File: config.mk
export PLATFORM = sky130hd
export DESIGN_NAME = hex_scan_ctrl
export DESIGN_NICKNAME = d
export VERILOG_FILES = /design/src/rtl/hex_scan_ctrl.sv
export SDC_FILE = /design/constraint.sdc
export NUM_CORES = 1
export LEC_CHECK = 0
export CAP_MARGIN = 10
export CORE_MARGIN = 3
export CORE_UTILIZATION = 35
export DETAILED_ROUTE_END_ITERATION = 10
export REMOVE_ABC_BUFFERS = 1
export SLEW_MARGIN = 20
export SYNTH_ARGS = -nofsm -noshare
export SYNTH_HDL_FRONTEND = slang
export SYNTH_HIERARCHICAL = 1
export SYNTH_SLANG_ARGS = --single-unit
File: constraint.sdc
create_clock -name i_clk -period 3.2 [get_ports i_clk]
set_clock_uncertainty 0.15 [all_clocks]
set_input_delay 0.48 -clock i_clk [delete_from_list [all_inputs] [get_ports i_clk]]
set_output_delay 0.48 -clock i_clk [all_outputs]
set_load 0.02 [all_outputs]
File: src/rtl/hex_scan_ctrl.sv
// Time-multiplexed seven-segment scan controller with tear-free frame commit,
// dead-time, blinking, and optional leading-zero blanking (HEX_SCAN_LEADING_ZERO_BLANK_EN).

module hexled (
    input  logic [6:0] val,
    output logic [6:0] seg
);
    always_comb begin
        seg = 7'h7F;
        case (val)
            7'd0:  seg = 7'h40;
            7'd1:  seg = 7'h79;
            7'd2:  seg = 7'h24;
            7'd3:  seg = 7'h30;
            7'd4:  seg = 7'h19;
            7'd5:  seg = 7'h12;
            7'd6:  seg = 7'h02;
            7'd7:  seg = 7'h78;
            7'd8:  seg = 7'h00;
            7'd9:  seg = 7'h10;
            7'd10: seg = 7'h08;
            7'd11: seg = 7'h03;
            7'd12: seg = 7'h46;
            7'd13: seg = 7'h21;
            7'd14: seg = 7'h06;
            7'd15: seg = 7'h0E;
            default: seg = 7'h7F;
        endcase
    end
endmodule

module hex_scan_ctrl #(
    parameter int unsigned NUM_DIGITS   = 8,
    parameter int unsigned PRESCALE     = 50000,
    parameter int unsigned DEAD         = 16,
    parameter int unsigned BLINK_FRAMES = 64
) (
    input  logic                  i_clk,
    input  logic                  i_rst,
    input  logic                  i_wr_en,
    input  logic [31:0]           i_wr_data,
    input  logic [NUM_DIGITS-1:0] i_blink_mask,
    output logic [6:0]            o_seg,
    output logic [NUM_DIGITS-1:0] o_an,
    output logic                  o_pending,
    output logic                  o_frame_done
);
    localparam int unsigned IW   = (NUM_DIGITS > 1) ? $clog2(NUM_DIGITS) : 1;
    localparam int unsigned CMAX = (PRESCALE > DEAD) ? PRESCALE : DEAD;
    localparam int unsigned CW   = (CMAX > 1) ? $clog2(CMAX) : 1;
    localparam int unsigned FW   = (BLINK_FRAMES > 1) ? $clog2(BLINK_FRAMES) : 1;

    localparam logic [CW-1:0] PRE_LAST  = CW'(PRESCALE - 1);
    localparam logic [CW-1:0] DEAD_LAST = CW'((DEAD > 0) ? DEAD - 1 : 0);
    localparam logic [IW-1:0] IDX_LAST  = IW'(NUM_DIGITS - 1);
    localparam logic [FW-1:0] FR_LAST   = FW'(BLINK_FRAMES - 1);

    typedef enum logic {S_DEAD, S_DRIVE} state_t;
    localparam state_t RST_STATE = (DEAD == 0) ? S_DRIVE : S_DEAD;

    state_t          state, state_nxt;
    logic [CW-1:0]   cnt, cnt_nxt;
    logic [IW-1:0]   idx, idx_nxt;
    logic [FW-1:0]   fcnt, fcnt_nxt;
    logic            phase, phase_nxt;
    logic [31:0]     shadow, shadow_nxt;
    logic [31:0]     disp, disp_nxt;
    logic            pending, pending_nxt;
    logic            frame_done;
    logic [NUM_DIGITS-1:0] an_q, an_nxt;
    logic [6:0]      seg_q, seg_nxt;
    logic [3:0]      nib;
    logic [6:0]      dec_seg;
    logic            blank;

    assign frame_done   = (state == S_DRIVE) && (cnt == PRE_LAST) && (idx == IDX_LAST);
    assign o_frame_done = frame_done;
    assign o_pending    = pending;
    assign o_an         = an_q;
    assign o_seg        = seg_q;

    always_comb begin
        state_nxt = state;
        cnt_nxt   = cnt + CW'(1);
        idx_nxt   = idx;
        case (state)
            S_DEAD: begin
                if (cnt == DEAD_LAST) begin
                    state_nxt = S_DRIVE;
                    cnt_nxt   = '0;
                end
            end
            S_DRIVE: begin
                if (cnt == PRE_LAST) begin
                    cnt_nxt   = '0;
                    idx_nxt   = (idx == IDX_LAST) ? '0 : idx + IW'(1);
                    state_nxt = (DEAD == 0) ? S_DRIVE : S_DEAD;
                end
            end
            default: state_nxt = RST_STATE;
        endcase
    end

    // Commit takes the old shadow; a write in the same cycle re-arms pending.
    always_comb begin
        shadow_nxt  = i_wr_en ? i_wr_data : shadow;
        disp_nxt    = disp;
        pending_nxt = pending;
        if (frame_done && pending) begin
            disp_nxt    = shadow;
            pending_nxt = 1'b0;
        end
        if (i_wr_en)
            pending_nxt = 1'b1;

        fcnt_nxt  = fcnt;
        phase_nxt = phase;
        if (frame_done) begin
            if (fcnt == FR_LAST) begin
                fcnt_nxt  = '0;
                phase_nxt = ~phase;
            end else begin
                fcnt_nxt = fcnt + FW'(1);
            end
        end
    end

    // Outputs are decoded from next-cycle values so they register in step with the state.
    always_comb begin
        nib = '0;
        for (int unsigned k = 0; k < NUM_DIGITS; k++)
            if (idx_nxt == IW'(k))
                nib = disp_nxt[4*k +: 4];
    end

    hexled u_dec (
        .val ({3'b000, nib}),
        .seg (dec_seg)
    );

`ifdef HEX_SCAN_LEADING_ZERO_BLANK_EN
    logic [IW-1:0] msd;
    always_comb begin
        msd = '0;
        for (int unsigned k = 1; k < NUM_DIGITS; k++)
            if (disp_nxt[4*k +: 4] != 4'h0)
                msd = IW'(k);
    end
    assign blank = (idx_nxt > msd) || (phase_nxt && i_blink_mask[idx_nxt]);
`else
    assign blank = phase_nxt && i_blink_mask[idx_nxt];
`endif

    always_comb begin
        an_nxt  = '1;
        seg_nxt = 7'h7F;
        if (state_nxt == S_DRIVE) begin
            an_nxt[idx_nxt] = 1'b0;
            seg_nxt         = blank ? 7'h7F : dec_seg;
        end
    end

    always_ff @(posedge i_clk) begin
        if (i_rst) begin
            state   <= RST_STATE;
            cnt     <= '0;
            idx     <= '0;
            fcnt    <= '0;
            phase   <= 1'b0;
            shadow  <= '0;
            disp    <= '0;
            pending <= 1'b0;
            an_q    <= '1;
            seg_q   <= 7'h7F;
        end else begin
            state   <= state_nxt;
            cnt     <= cnt_nxt;
            idx     <= idx_nxt;
            fcnt    <= fcnt_nxt;
            phase   <= phase_nxt;
            shadow  <= shadow_nxt;
            disp    <= disp_nxt;
            pending <= pending_nxt;
            an_q    <= an_nxt;
            seg_q   <= seg_nxt;
        end
    end
endmodule

Word level (Yosys, flattened, before mapping)
Memory sizes are Yosys's and may differ from the RTL's. A register that Yosys moved wholly into a read port is not among the register bits. Index checks and enable logic that the tools add are counted.

Mux-type cells: 27. Add/sub/neg operators: 3. Bitwise gates (word level): 4. Eq/ne operators: 11. $lt $le $gt $ge: 2. Reduce and logical (&&, ||, !) cells: 9.

Operator list (count): 16-bit two-way mux (2); 32-bit two-way mux (1); 4-bit two-way mux (8); 16-bit one-hot mux with 2 select lines (1); 16-bit by 1-bit adder with 16-bit output (second input constant) (1); 16-bit == test (second input constant) (1); 16-bit by 4-bit == test with 1-bit output (second input constant) (1); 3-bit == test (second input constant) (5); 3-bit two-way mux (3); 1-bit two-way mux (8); 8-bit NOT (1); 6-bit by 1-bit adder with 6-bit output (second input constant) (1); 3-bit by 2-bit == test with 1-bit output (second input constant) (2); 6-bit == test (second input constant) (1); 6-bit two-way mux (1); 1-bit logical AND (5); 3-bit by 4-bit < comparator with 1-bit output (second input constant) (1); 3-bit by 1-bit adder with 3-bit output (second input constant) (1); 1-bit binary-select mux with 3-bit select (1); 1-bit demux with 3-bit select (1); 3-bit by 1-bit == test with 1-bit output (second input constant) (1); 3-bit by 1-bit >= comparator with 1-bit output (second input constant) (1); 3-bit logical NOT (1); 1-bit NOT (3); 4 further kinds (4).

Bits of input ports: 43. Output and inout bits: 17. ROM bits: 112. Register bits: 100. Memories kept: 1.

Memory list: (no name shown) (words 16, width 7, rd ports 1, clocked after Yosys merged registers in 1, wr ports 0, line 10) `case (val)`.

Depth between registers and ports, before layout
Depth in word-level cells: 13. Depth in mapped cells: 18.

By module
The synthesis kept the hierarchy.

By module, submodules not included: hex_scan_ctrl (cells each 502, area each 4565.6 µm², times used 1, sequential area each 2142.1 µm²); hexled (cells each 39, area each 320.3 µm², times used 1, sequential area each 0.0 µm²).

Least setup slack after synthesis
OpenSTA, ideal clock, no wires.

Path type: reg-to-reg. Start point: register cnt[7]. End point: register seg_q[6] (netlist: o_seg[6]). Path slack: -0.296 ns. Data arrival time: 3.202 ns. Data required time: 2.906 ns. Buffers on the path: 1. Cell stages (with the launch flop): 15. Path through: dfxtp_1 -> or3_1 -> buf_2 -> or3_4 -> or4_4 -> and2_4 -> a21oi_1 -> a2111oi_1 -> o21ai_1 -> inv_1 -> ha_1 -> mux2_4 -> nand2_1 -> o311ai_1 -> nand3b_1.

Word-level cells in the longest chain between the ends: 13. Elaborated cells on any way between the ends: 33.

RTL lines: from (decl) (line 62) `logic [CW-1:0] cnt, cnt_nxt;`; from (signal assigned) (line 177) `cnt <= cnt_nxt;`; 16-bit == test * (line 76, 94); parallel branches: the longest is 11 deep, another holds 4-bit two-way mux; 4-bit two-way mux * (line 132) `if (idx_nxt == IW'(k))`; named net nib[0] (line 72) `logic [3:0] nib;`; to (decl) (line 71) `logic [6:0] seg_q, seg_nxt;`.

Mark *: on every way through the listed nets, which the timed path passes. The select of a mux whose other input is x is not followed. A chain may end at the register's enable or synchronous reset.

Worst setup path in the final report
Ends and elaborated chain as after synthesis.

==> run summary <==
Normalized max-slew margin - 0.363
CTS tree - yes
Initial Util - 0.363
Slowest CP cell - or3_4
Clk slew on worst S/H paths - 70 ps
Net switching power figure - 0.566 mW
Total gr overflow - 0
Die Span Y - 124 um
Syn Area/Cell - 9.03 sq um
Main flop type after synthesis - dfxtp_1
Reg power frac - 0.526
MaxCap Viol Count - 0
Net Sw Frac - 0.216
Status - finished with violations
RR Startpoint - cnt[7]
Initial antenna violation count - 0
Final setup viols - 7
Fin. Hold Viols - 0
RSZ-0062 raised after global routing - yes
Final net count - 736
CP required - 3270 ps
CTS max path bufs - 2
Die ar. - 0.0154 sq mm
Largest net degree at the start of global routing - 46
LEAKAGE - 2.82 nW
Ant. Diodes - 0
FF-to-FF End - o_seg[6]
Final worst slack - -257 ps
CORE AREA - 0.0135 sq mm
Worst path top cell family by delay - simple AND/OR/NAND/NOR gates
Drt first-iter violations - 178
Worst slew pin tran - 955 ps
Clk network pwr share - 0.420
Min-delay src - disp[25]
Ys async rst share - 0
Worst r2r path cells - 15
Crit start category - flop
Num CTS Buffers - 9
Worst skew pair latency - 340 ps
DP Worst Slack - -382 ps
Internal power - 2.05 mW
Worst-path cell chain - or3_4, or3_4, buf_6, o21ai_4, buf_6, and2_4, nor2_1, o21a_1, o211ai_1, inv_2, ha_2, mux2_4, nand2_1, o311ai_1, nand3b_1
Avg WL per Cell - 14.5 um
Port bufs - 59
Period utilization - 1.08
Fmax - 0.289 GHz
Routed WL - 12,500 um
Synth Instances - 541
Final Cell Area - 0.00697 sq mm
Post-synth EDFFs - 0
Critical Path Stages - 15
VDD IR-drop max - 245 uV
Cell area after synthesis - 0.00489 sq mm
I/O pin count - 60
Min Tclk post-route - 3460 ps
Setup slack, reg-to-reg - -260 ps
Worst endpoint data arrival time - 3530 ps
Detailed-route DRC error count - 0
DR vias - 4,280
First-pass GRT wire length - 19,100 um
Number of distinct library cells after synthesis - 67
Ratio of cells with drive above 1 in the final layout - 0.271
Final HPWL DP - 9070 um
Total Neg Setup Slack - -1440 ps
Clock Root Buffer - clkbuf_16
Drt first pass iters - 4
Crit-path max cell delay - 390 ps
# rows - 42
Clock tree sinks - 107
Combinational Power Share - 0.054
Crit. Startpoint - cnt[7]
Placer congestion estimate - 0.924
Htree depth - 3
Vias in the first global route - 4,040
Failing checks - negative setup slack
Hold buffer count at cts - 0
CP Class - reg -> reg
YS warnings - 6
Worst hold-check path type - reg -> reg
Routed Antenna Nets - 0
Hold Path Depth - 2
Power Density - 375 mW/mm^2
#FFs+latches synth - 107
Via density - 4.97
WP buf/inv - 3
Sequential area share after synthesis - 0.438
Die X - 124 um
Worst-path maximum fanout - 5
Hold Path End - disp[25]
Total track usage - 0.157
P&R area growth vs syn - 42.6%
Worst Setup End Kind - flop
Final core utilization - 0.518
Final count of pins violating max slew - 0
Dpl cell area - 0.00623 sq mm
[stage by stage]
stage               power (mW)  std cells  hold WS [ps]
global placement          1.54        835           294
detailed placement        1.55        835           298
CTS                       2.64        853           309
finish                    2.61        862           310
floorplan                 1.45        510           263
global route              2.71        862           341
[cell usage after synthesis, types with 6 or more instances]
cell      instances  area (sq um)
nor2_1           84           315
nand3_1          13          65.1
nand2_1          60           225
ha_1             11           138
mux2i_1          54           541
xor2_1           11          96.3
o21ai_1           8          40.0
nand4_1           6          37.5
a21oi_1          27           135
dfxtp_1         107          2140
inv_1             6          22.5
and3_1            9          56.3
nor3_1            7          35.0
nand3b_1         10          75.1
o21ai_0          14          70.1
xnor2_1           8          70.1
clkbuf_1         15          56.3
buf_2             8          40.0
o211ai_1          6          45.0
[worst min-delay path: cells and delay by family (launching register included)]
kind            cells  cell delay, ps
compound gates      1              60
flops               1             310
simple gates        1              50
[cells by family after synthesis]
logic type / synth area share
AND/OR/NAND/NOR: 0.220
flip-flops: 0.438
AO/OA/AOI/OAI: 0.116
multiplexers: 0.120
buffers and inverters: 0.0428
XOR/XNOR: 0.0341
adder cells (fa/ha/maj): 0.0282
other: 0.000768
[flip-flops by register name (all words and copies together) (netlist names)]
| signal | cells |
|---|---|
| disp | 32 |
| cnt | 16 |
| state | 1 |
| idx | 3 |
| o_pending | 1 |
| o_seg | 7 |
| o_an | 8 |
| fcnt | 6 |
| phase | 1 |
| shadow | 32 |
[layout by cell type (no fill, tap or decap), types with 4 or more instances in the layout]
| master | instances |
|---|---|
| nand3_1 | 12 |
| clkbuf_16 | 11 |
| nor2_1 | 83 |
| xnor2_1 | 8 |
| nand4_1 | 6 |
| nand2_1 | 57 |
| nand3b_1 | 10 |
| a21oi_1 | 24 |
| mux2i_1 | 46 |
| dfxtp_1 | 106 |
| o211ai_1 | 6 |
| buf_4 | 85 |
| o21ai_1 | 8 |
| mux2i_2 | 5 |
| and3_1 | 9 |
| nor3_1 | 6 |
| ha_1 | 5 |
| buf_6 | 11 |
| inv_1 | 4 |
| o21ai_2 | 4 |
| ha_2 | 4 |
| nor3_2 | 4 |
| xor2_1 | 11 |
| nand2b_1 | 4 |
| clkdlybuf4s50_1 | 57 |
| o21ai_0 | 9 |
[layout make-up]
type                            count  area (sq um)
Timing Repair Buffer              161          1470
Clock buffer                       10           229
Sequential cell                   107          2140
Clock inverter                      5          63.8
Multi-Input combinational cell    397          2820
Tap cell                          176           220
Inverter                            6          22.5
Fill cell                        1259          6490
[power groups by stage]
stage	clock network (mW)	registers, mW	logic, mW
2_1_floorplan	0	1.40	0.0483
3_3_place_gp	0	1.41	0.137
3_5_place_dp	0	1.41	0.141
4_1_cts	1.12	1.38	0.142
5_1_grt	1.18	1.38	0.154
6_report	1.10	1.38	0.140
[worst max-delay path by stage]
stage / slack (ps) / to
6_report: -260 / o_seg[6]
2_1_floorplan: -1120 / o_seg[5]
4_1_cts: -220 / o_seg[0]
3_5_place_dp: -380 / o_seg[6]
5_1_grt: -390 / o_seg[4]
3_3_place_gp: -260 / o_seg[5]
[per-layer routing]
layer / vias up / routed length, um / GRT usage
met1: 2017 / 5760 / 0.199
met2: 89 / 6060 / 0.266
li1: 2156 / - / -
met3: 18 / 488 / 0.0304
met5: - / 0 / 0
met4: 0 / 210 / 0.0534
[what timing repair did]
item,in CTS,in global routing
gates resized for setup,24,54
buffers inserted,3,8
setup endpoints to repair,7,8
gates cloned,0,2
pin swaps,3,17
No activity file was read; power rests on OpenSTA's default activity.
